--- src/rtl/strat_pkg.sv ---
// Shared definitions for the strategy/order path: side encoding, order-gate
// FSM state encoding and default datapath widths.
`timescale 1ns/1ps
package strat_pkg;

  localparam logic SIDE_BUY  = 1'b1;
  localparam logic SIDE_SELL = 1'b0;

  typedef enum logic [1:0] {
    ST_IDLE     = 2'd0,
    ST_PRESENT  = 2'd1,
    ST_COOLDOWN = 2'd2
  } state_t;

  localparam int DEF_W  = 32;
  localparam int DEF_QW = 16;
  localparam int DEF_PW = 24;

endpackage

--- src/rtl/sat_acc.sv ---
// Signed accumulator that adds or subtracts an unsigned amount per enabled
// cycle and clamps at the PW-bit signed extremes instead of wrapping.
`timescale 1ns/1ps
module sat_acc #(
  parameter int PW = 24,
  parameter int QW = 16
) (
  input  logic                 clk,
  input  logic                 rst,
  input  logic                 en,
  input  logic                 sub,
  input  logic [QW-1:0]        amt,
  output logic signed [PW-1:0] acc
);

  localparam logic signed [PW:0] MAX_V = {2'b00, {(PW-1){1'b1}}};
  localparam logic signed [PW:0] MIN_V = {2'b11, {(PW-1){1'b0}}};

  logic signed [PW:0] acc_x;
  logic signed [PW:0] amt_x;
  logic signed [PW:0] sum;
  logic signed [PW-1:0] acc_nxt;

  // One extra bit of headroom holds any single step without overflow.
  always_comb begin
    acc_x = {acc[PW-1], acc};
    amt_x = {{(PW+1-QW){1'b0}}, amt};
    sum   = sub ? (acc_x - amt_x) : (acc_x + amt_x);
    if (sum > MAX_V)
      acc_nxt = MAX_V[PW-1:0];
    else if (sum < MIN_V)
      acc_nxt = MIN_V[PW-1:0];
    else
      acc_nxt = sum[PW-1:0];
  end

  always_ff @(posedge clk or posedge rst) begin
    if (rst)
      acc <= '0;
    else if (en)
      acc <= acc_nxt;
  end

endmodule

--- src/rtl/order_gate.sv ---
// Risk gate between the strategy decision and the order encoder. Handshake:
// ord_valid stays high with stable ord_* until an edge with ord_ready high.
`timescale 1ns/1ps
module order_gate
  import strat_pkg::*;
#(
  parameter int W        = DEF_W,
  parameter int QW       = DEF_QW,
  parameter int PW       = DEF_PW,
  parameter int COOLDOWN = 8,
  parameter int MAX_OUT  = 4
) (
  input  logic                 clk,
  input  logic                 rst,
  input  logic                 sig_valid,
  input  logic                 sig_buy,
  input  logic                 sig_sell,
  input  logic [W-1:0]         bid_px0,
  input  logic [W-1:0]         ask_px0,
  input  logic [QW-1:0]        order_qty,
  input  logic [PW-2:0]        pos_limit,
  input  logic                 kill,
  output logic                 ord_valid,
  input  logic                 ord_ready,
  output logic                 ord_side,
  output logic [W-1:0]         ord_px,
  output logic [QW-1:0]        ord_qty,
  input  logic                 ack_valid,
  input  logic                 ack_side,
  input  logic [QW-1:0]        ack_fill_qty,
  output logic signed [PW-1:0] position,
  output logic [3:0]           outstanding,
  output logic [15:0]          reject_cnt,
  output state_t               dbg_state
);

  // Cooldown counter is 8 bits, so COOLDOWN may range 0..256.
  localparam logic [7:0] CD_LOAD = (COOLDOWN > 0) ? 8'(COOLDOWN - 1) : 8'd0;

  state_t state, state_nxt;
  logic [7:0] cd_cnt;

  logic signed [PW:0] pos_x, qty_x, lim_x;
  logic buy_over, sell_over, limit_hit;
  logic accept, reject, hs, ack_eff;

  always_comb begin
    pos_x     = {position[PW-1], position};
    qty_x     = {{(PW+1-QW){1'b0}}, order_qty};
    lim_x     = {2'b00, pos_limit};
    buy_over  = (pos_x + qty_x) > lim_x;
    sell_over = (pos_x - qty_x) < -lim_x;
    limit_hit = sig_buy ? buy_over : sell_over;
    accept    = (state == ST_IDLE) && sig_valid && (sig_buy ^ sig_sell) && !kill &&
                (outstanding != 4'(MAX_OUT)) && !limit_hit;
    // Any flagged decision that is not taken counts, whatever the state.
    reject    = sig_valid && (sig_buy || sig_sell) && !accept;
    hs        = (state == ST_PRESENT) && ord_ready;
    ack_eff   = ack_valid && (outstanding != 4'd0);
  end

  always_ff @(posedge clk or posedge rst) begin
    if (rst)
      state <= ST_IDLE;
    else
      state <= state_nxt;
  end

  always_comb begin
    state_nxt = state;
    case (state)
      ST_IDLE:     if (accept) state_nxt = ST_PRESENT;
      ST_PRESENT:  if (hs) state_nxt = (COOLDOWN == 0) ? ST_IDLE : ST_COOLDOWN;
      ST_COOLDOWN: if (cd_cnt == 8'd0) state_nxt = ST_IDLE;
      default:     state_nxt = ST_IDLE;
    endcase
  end

  always_comb begin
    ord_valid = (state == ST_PRESENT);
    dbg_state = state;
  end

  always_ff @(posedge clk or posedge rst) begin
    if (rst) begin
      cd_cnt      <= 8'd0;
      ord_side    <= 1'b0;
      ord_px      <= '0;
      ord_qty     <= '0;
      outstanding <= 4'd0;
      reject_cnt  <= 16'd0;
    end else begin
      if (hs)
        cd_cnt <= CD_LOAD;
      else if (state == ST_COOLDOWN && cd_cnt != 8'd0)
        cd_cnt <= cd_cnt - 8'd1;

      if (accept) begin
        ord_side <= sig_buy ? SIDE_BUY : SIDE_SELL;
        ord_px   <= sig_buy ? ask_px0 : bid_px0;
        ord_qty  <= order_qty;
      end

      if (hs && !ack_eff)
        outstanding <= outstanding + 4'd1;
      else if (!hs && ack_eff)
        outstanding <= outstanding - 4'd1;

      if (reject && reject_cnt != 16'hFFFF)
        reject_cnt <= reject_cnt + 16'd1;
    end
  end

  sat_acc #(.PW(PW), .QW(QW)) u_pos (
    .clk (clk),
    .rst (rst),
    .en  (ack_eff),
    .sub (ack_side == SIDE_SELL),
    .amt (ack_fill_qty),
    .acc (position)
  );

endmodule

--- config.mk ---
export PLATFORM = sky130hd
export DESIGN_NAME = order_gate
export DESIGN_NICKNAME = d
export VERILOG_FILES = /design/src/rtl/strat_pkg.sv /design/src/rtl/sat_acc.sv /design/src/rtl/order_gate.sv
export SDC_FILE = /design/constraint.sdc
export NUM_CORES = 1
export LEC_CHECK = 0
export CAP_MARGIN = 20
export CELL_PAD_IN_SITES_DETAIL_PLACEMENT = 0
export CELL_PAD_IN_SITES_GLOBAL_PLACEMENT = 1
export CORE_ASPECT_RATIO = 2
export CORE_MARGIN = 3
export CORE_UTILIZATION = 41
export DETAILED_ROUTE_END_ITERATION = 8
export GPL_TIMING_DRIVEN = 0
export MAX_ROUTING_LAYER = met4
export PLACE_DENSITY_LB_ADDON = 0.1
export SYNTH_ARGS = -nofsm -noshare
export SYNTH_HDL_FRONTEND = slang
export SYNTH_HIERARCHICAL = 1
export SYNTH_SLANG_ARGS = --single-unit
--- constraint.sdc ---
create_clock -name clk -period 14.1 [get_ports clk]
set_input_delay 4.23 -clock clk [delete_from_list [all_inputs] [get_ports clk]]
set_output_delay 4.23 -clock clk [all_outputs]
set_load 0.005 [all_outputs]
==> metrics.txt <==
post-synth top area share=26.45%; Final Wtd Congestion=0.9024; simple-gate area share of the yosys netlist=15.86%; CTS Root Cell=clkbuf_16; CP Capture Type=flop; crit path kind=in -> reg; cts hold-fix bufs=0; Synth Register Bits=103; Detailed Route WL=31150 µm; WP data arrival=10.66 ns; post-synthesis mux area share=5.624%; Comb power frac=68.5%; Power, Total=2735 µW; DRT antenna net count=0; Crit path buffers/inverters=2; RSZ-0062 raised after global routing=no; total grt overflow=0; synth unique cells=75; Ports=224; Max Cap Violations=0; Synth Area in Adders=15.32%; P_int=1468 µW; worst hold slack=0.5010 ns; Wirelength per Cell=18.74 µm; layout overhead on the synthesized area=30.03%; Fillers=2287; Post-synth EDFFs=0; clock power share=9.5%; Synth area leaders=dfrtp_1 26%, ha_1 14%, xnor2_1 7.6%; post-CTS setup repair buffer count=0; Max Root-Sink Buffers=2; Die W=115.0 µm; layout cell share with drive strength beyond 1=7.904%; Synth Area per Inst=8.555 µm²; Core ar.=0.02333 mm²; leakage power=0.005681 µW; Syn Nets=1383; Sequential cell area=0.002577 mm²; status=finished clean; Syn. warnings=6; Layout Nets=1618; total negative setup slack=0 ns; dominant combinational cell family by area after synthesis=compound AO/OA/AOI/OAI gates; fin crit share=73.82%; GRT Total Usage=24.96%; DRC=0; Clk Latency, worst-skew pair=0.37 ns; die area=0.02576 mm²; met2 usage=49.33%; Multi-input gate area=0.006571 mm²; H-tree level count=3; drt pass-1 iters=4; worst min path class=reg -> reg; gr busiest metal=met2; Initial Utilization=41.77%; GR Util met1=23.61%; final setup violation count=0; Worst path max stage delay=0.87 ns; Final Hold Fails=0; post-synthesis cell area=0.009744 mm²; Synth Flop Type=dfrtp_1; final slew viol count=0; 1st-iter DRT viols=293; CTS tree=built; crit path max fanout=6; clock slew at reported path FFs=0.07 ns; Switching Share=46.34%; Vias=8932; largest net degree at the start of global routing=52; Compound-Gate Fraction of Synth Area=19.67%; startpoint types=primary input; family with the most delay on the worst path=simple AND/OR/NAND/NOR gates; Least-Margin Pin Slew=1.086 ns; Port Buf Inserts=222; GRT met3 Usage=3.569%; Post-Synth XOR/XNOR Area=10.97%; # resized after CTS=0; first-pass GRT wire length=48330 µm; critical-path cell list=clkdlybuf4s50_1 > ha_1 > inv_1 > fa_1 > o21ba_2 > o2111ai_1 > a221oi_2 > nor3b_1 > or2_2 > and2_1 > nand2_1 > xnor2_1 > ha_1 > nand4_1 > nor4_1 > o31ai_1 > nand4_1 > o21ai_0 > a22oi_2 > o22ai_2 > nor3_1 > mux2_2; CP required=14.36 ns; DR vias/cell=5.374; Die Ht=224.0 µm; Critical-path top delay cell=nor4_1; Sink Count=103; f_max=0.09607 GHz; Slew headroom=26.90%; number of global-route vias before repair=9271; Reg power frac=22.0%; skew final=0.009267 ns; Async SR Flop Fraction=100.0%; detailed placement HPWL=26000 µm; PwrDens=215.9 mW/mm²; register area share after synthesis=26.45%; Tmin final=10.41 ns; Row Count=79; gate count of the mapped netlist=1139; biggest area consumer among synthesized cells=dfrtp_1; worst vdd ir=0.09447 mV; Placed Cells=1645; initial antenna violation count=0; number of CTS-inserted buffers=9; Psw=1268 µW; number of antenna diodes=0; fin cells=1662
## final cells by class
cell class | instances | share of cell area (%)
timing repair buffer | 224 | 17.97
buffer | 37 | 1.501
multi-input combinational | 891 | 51.86
sequential | 103 | 20.34
clock inverter | 4 | 0.4444
tap | 283 | 2.795
inverter | 108 | 3.219
clock buffer | 12 | 1.866
## path summary, 6_finish.rpt
| check | startpoint | end | slack, ns | cells past startpoint |
|---|---|---|---|---|
| worst min register to register | reject_cnt[8] | reject_cnt[8] | 0.50 | 1 |
| worst max-delay path | order_qty[0] | reject_cnt[1] | 3.69 | 22 |
| min in group asynchronous | rst | ord_qty[9] | 4.27 | 2 |
| max in group asynchronous | rst | ord_qty[13] | 9.20 | 3 |
| worst min-delay path | reject_cnt[8] | reject_cnt[8] | 0.50 | 1 |
| worst max register to register | u_pos/acc[1] | reject_cnt[1] | 7.77 | 20 |
## power groups by stage
stage | Combinational [µW] | Sequential (µW) | Clock (µW)
after floorplan | 1230 | 559 | 0
after global placement | 1850 | 606 | 0
after detailed placement | 1870 | 609 | 0
after CTS | 1880 | 606 | 268
after global routing | 2090 | 621 | 277
final | 1870 | 601 | 259
## flip-flops by register name, summed over array words and instances (netlist names)
| signal | flops |
|---|---|
| ord_qty | 16 |
| u_pos/acc | 24 |
| outstanding | 4 |
| cd_cnt | 8 |
| reject_cnt | 16 |
| dbg_state | 2 |
| ord_px | 32 |
| ord_side | 1 |
## cells by family (layout without fill, tap and decap cells)
kind of cell,Yosys count,after routing
flip-flops,103,103
buffers and inverters,145,385
XOR/XNOR,122,122
AO/OA/AOI/OAI,283,283
adder cells (fa/ha/maj),117,117
AND/OR/NAND/NOR,317,317
multiplexers,52,52
## metal layers
metal  vias up  routed length, µm
met1      4195              10860
met5         -                  0
li1       4479                  -
met4         0                992
met2       218              18160
met3        40               1139
## through the flow
stage | utilization, % | instance area (µm²) | setup WS [ns]
floorplan | - | 9744 | 5.288
global placement | 52.82 | 12320 | 3.227
detailed placement | 52.94 | 12350 | 3.275
CTS | 54.20 | 12640 | 3.646
global route | 54.32 | 12670 | 3.285
finish | 54.32 | 12670 | 3.691
## Yosys cell counts, types with 8 or more instances
library cell and count:
or3_1 9, nor3_1 29, ha_1 112, mux2i_1 33, nand3_1 20, and3_1 8, nand2b_1 8, xor2_1 37
o22ai_1 13, nor2b_1 10, buf_2 17, a31oi_1 8, a21oi_1 102, o21ai_0 43, mux2_2 18, nor2_1 123
o22ai_2 10, a21o_1 23, nand4_1 16, dfrtp_1 103, clkbuf_1 15, xnor2_1 85, inv_1 106, nand2_1 56
nor4_1 15, a21oi_2 12
## cells in the final DEF (no fill, tap or decap), types with 37 or more instances in the layout
cell / synthesis / routed
clkdlybuf4s50_1: 0 / 222
nor2_1: 123 / 123
ha_1: 112 / 112
inv_1: 106 / 105
dfrtp_1: 103 / 103
a21oi_1: 102 / 102
xnor2_1: 85 / 85
nand2_1: 56 / 56
o21ai_0: 43 / 43
xor2_1: 37 / 37
(Power assumes the default switching activity.)
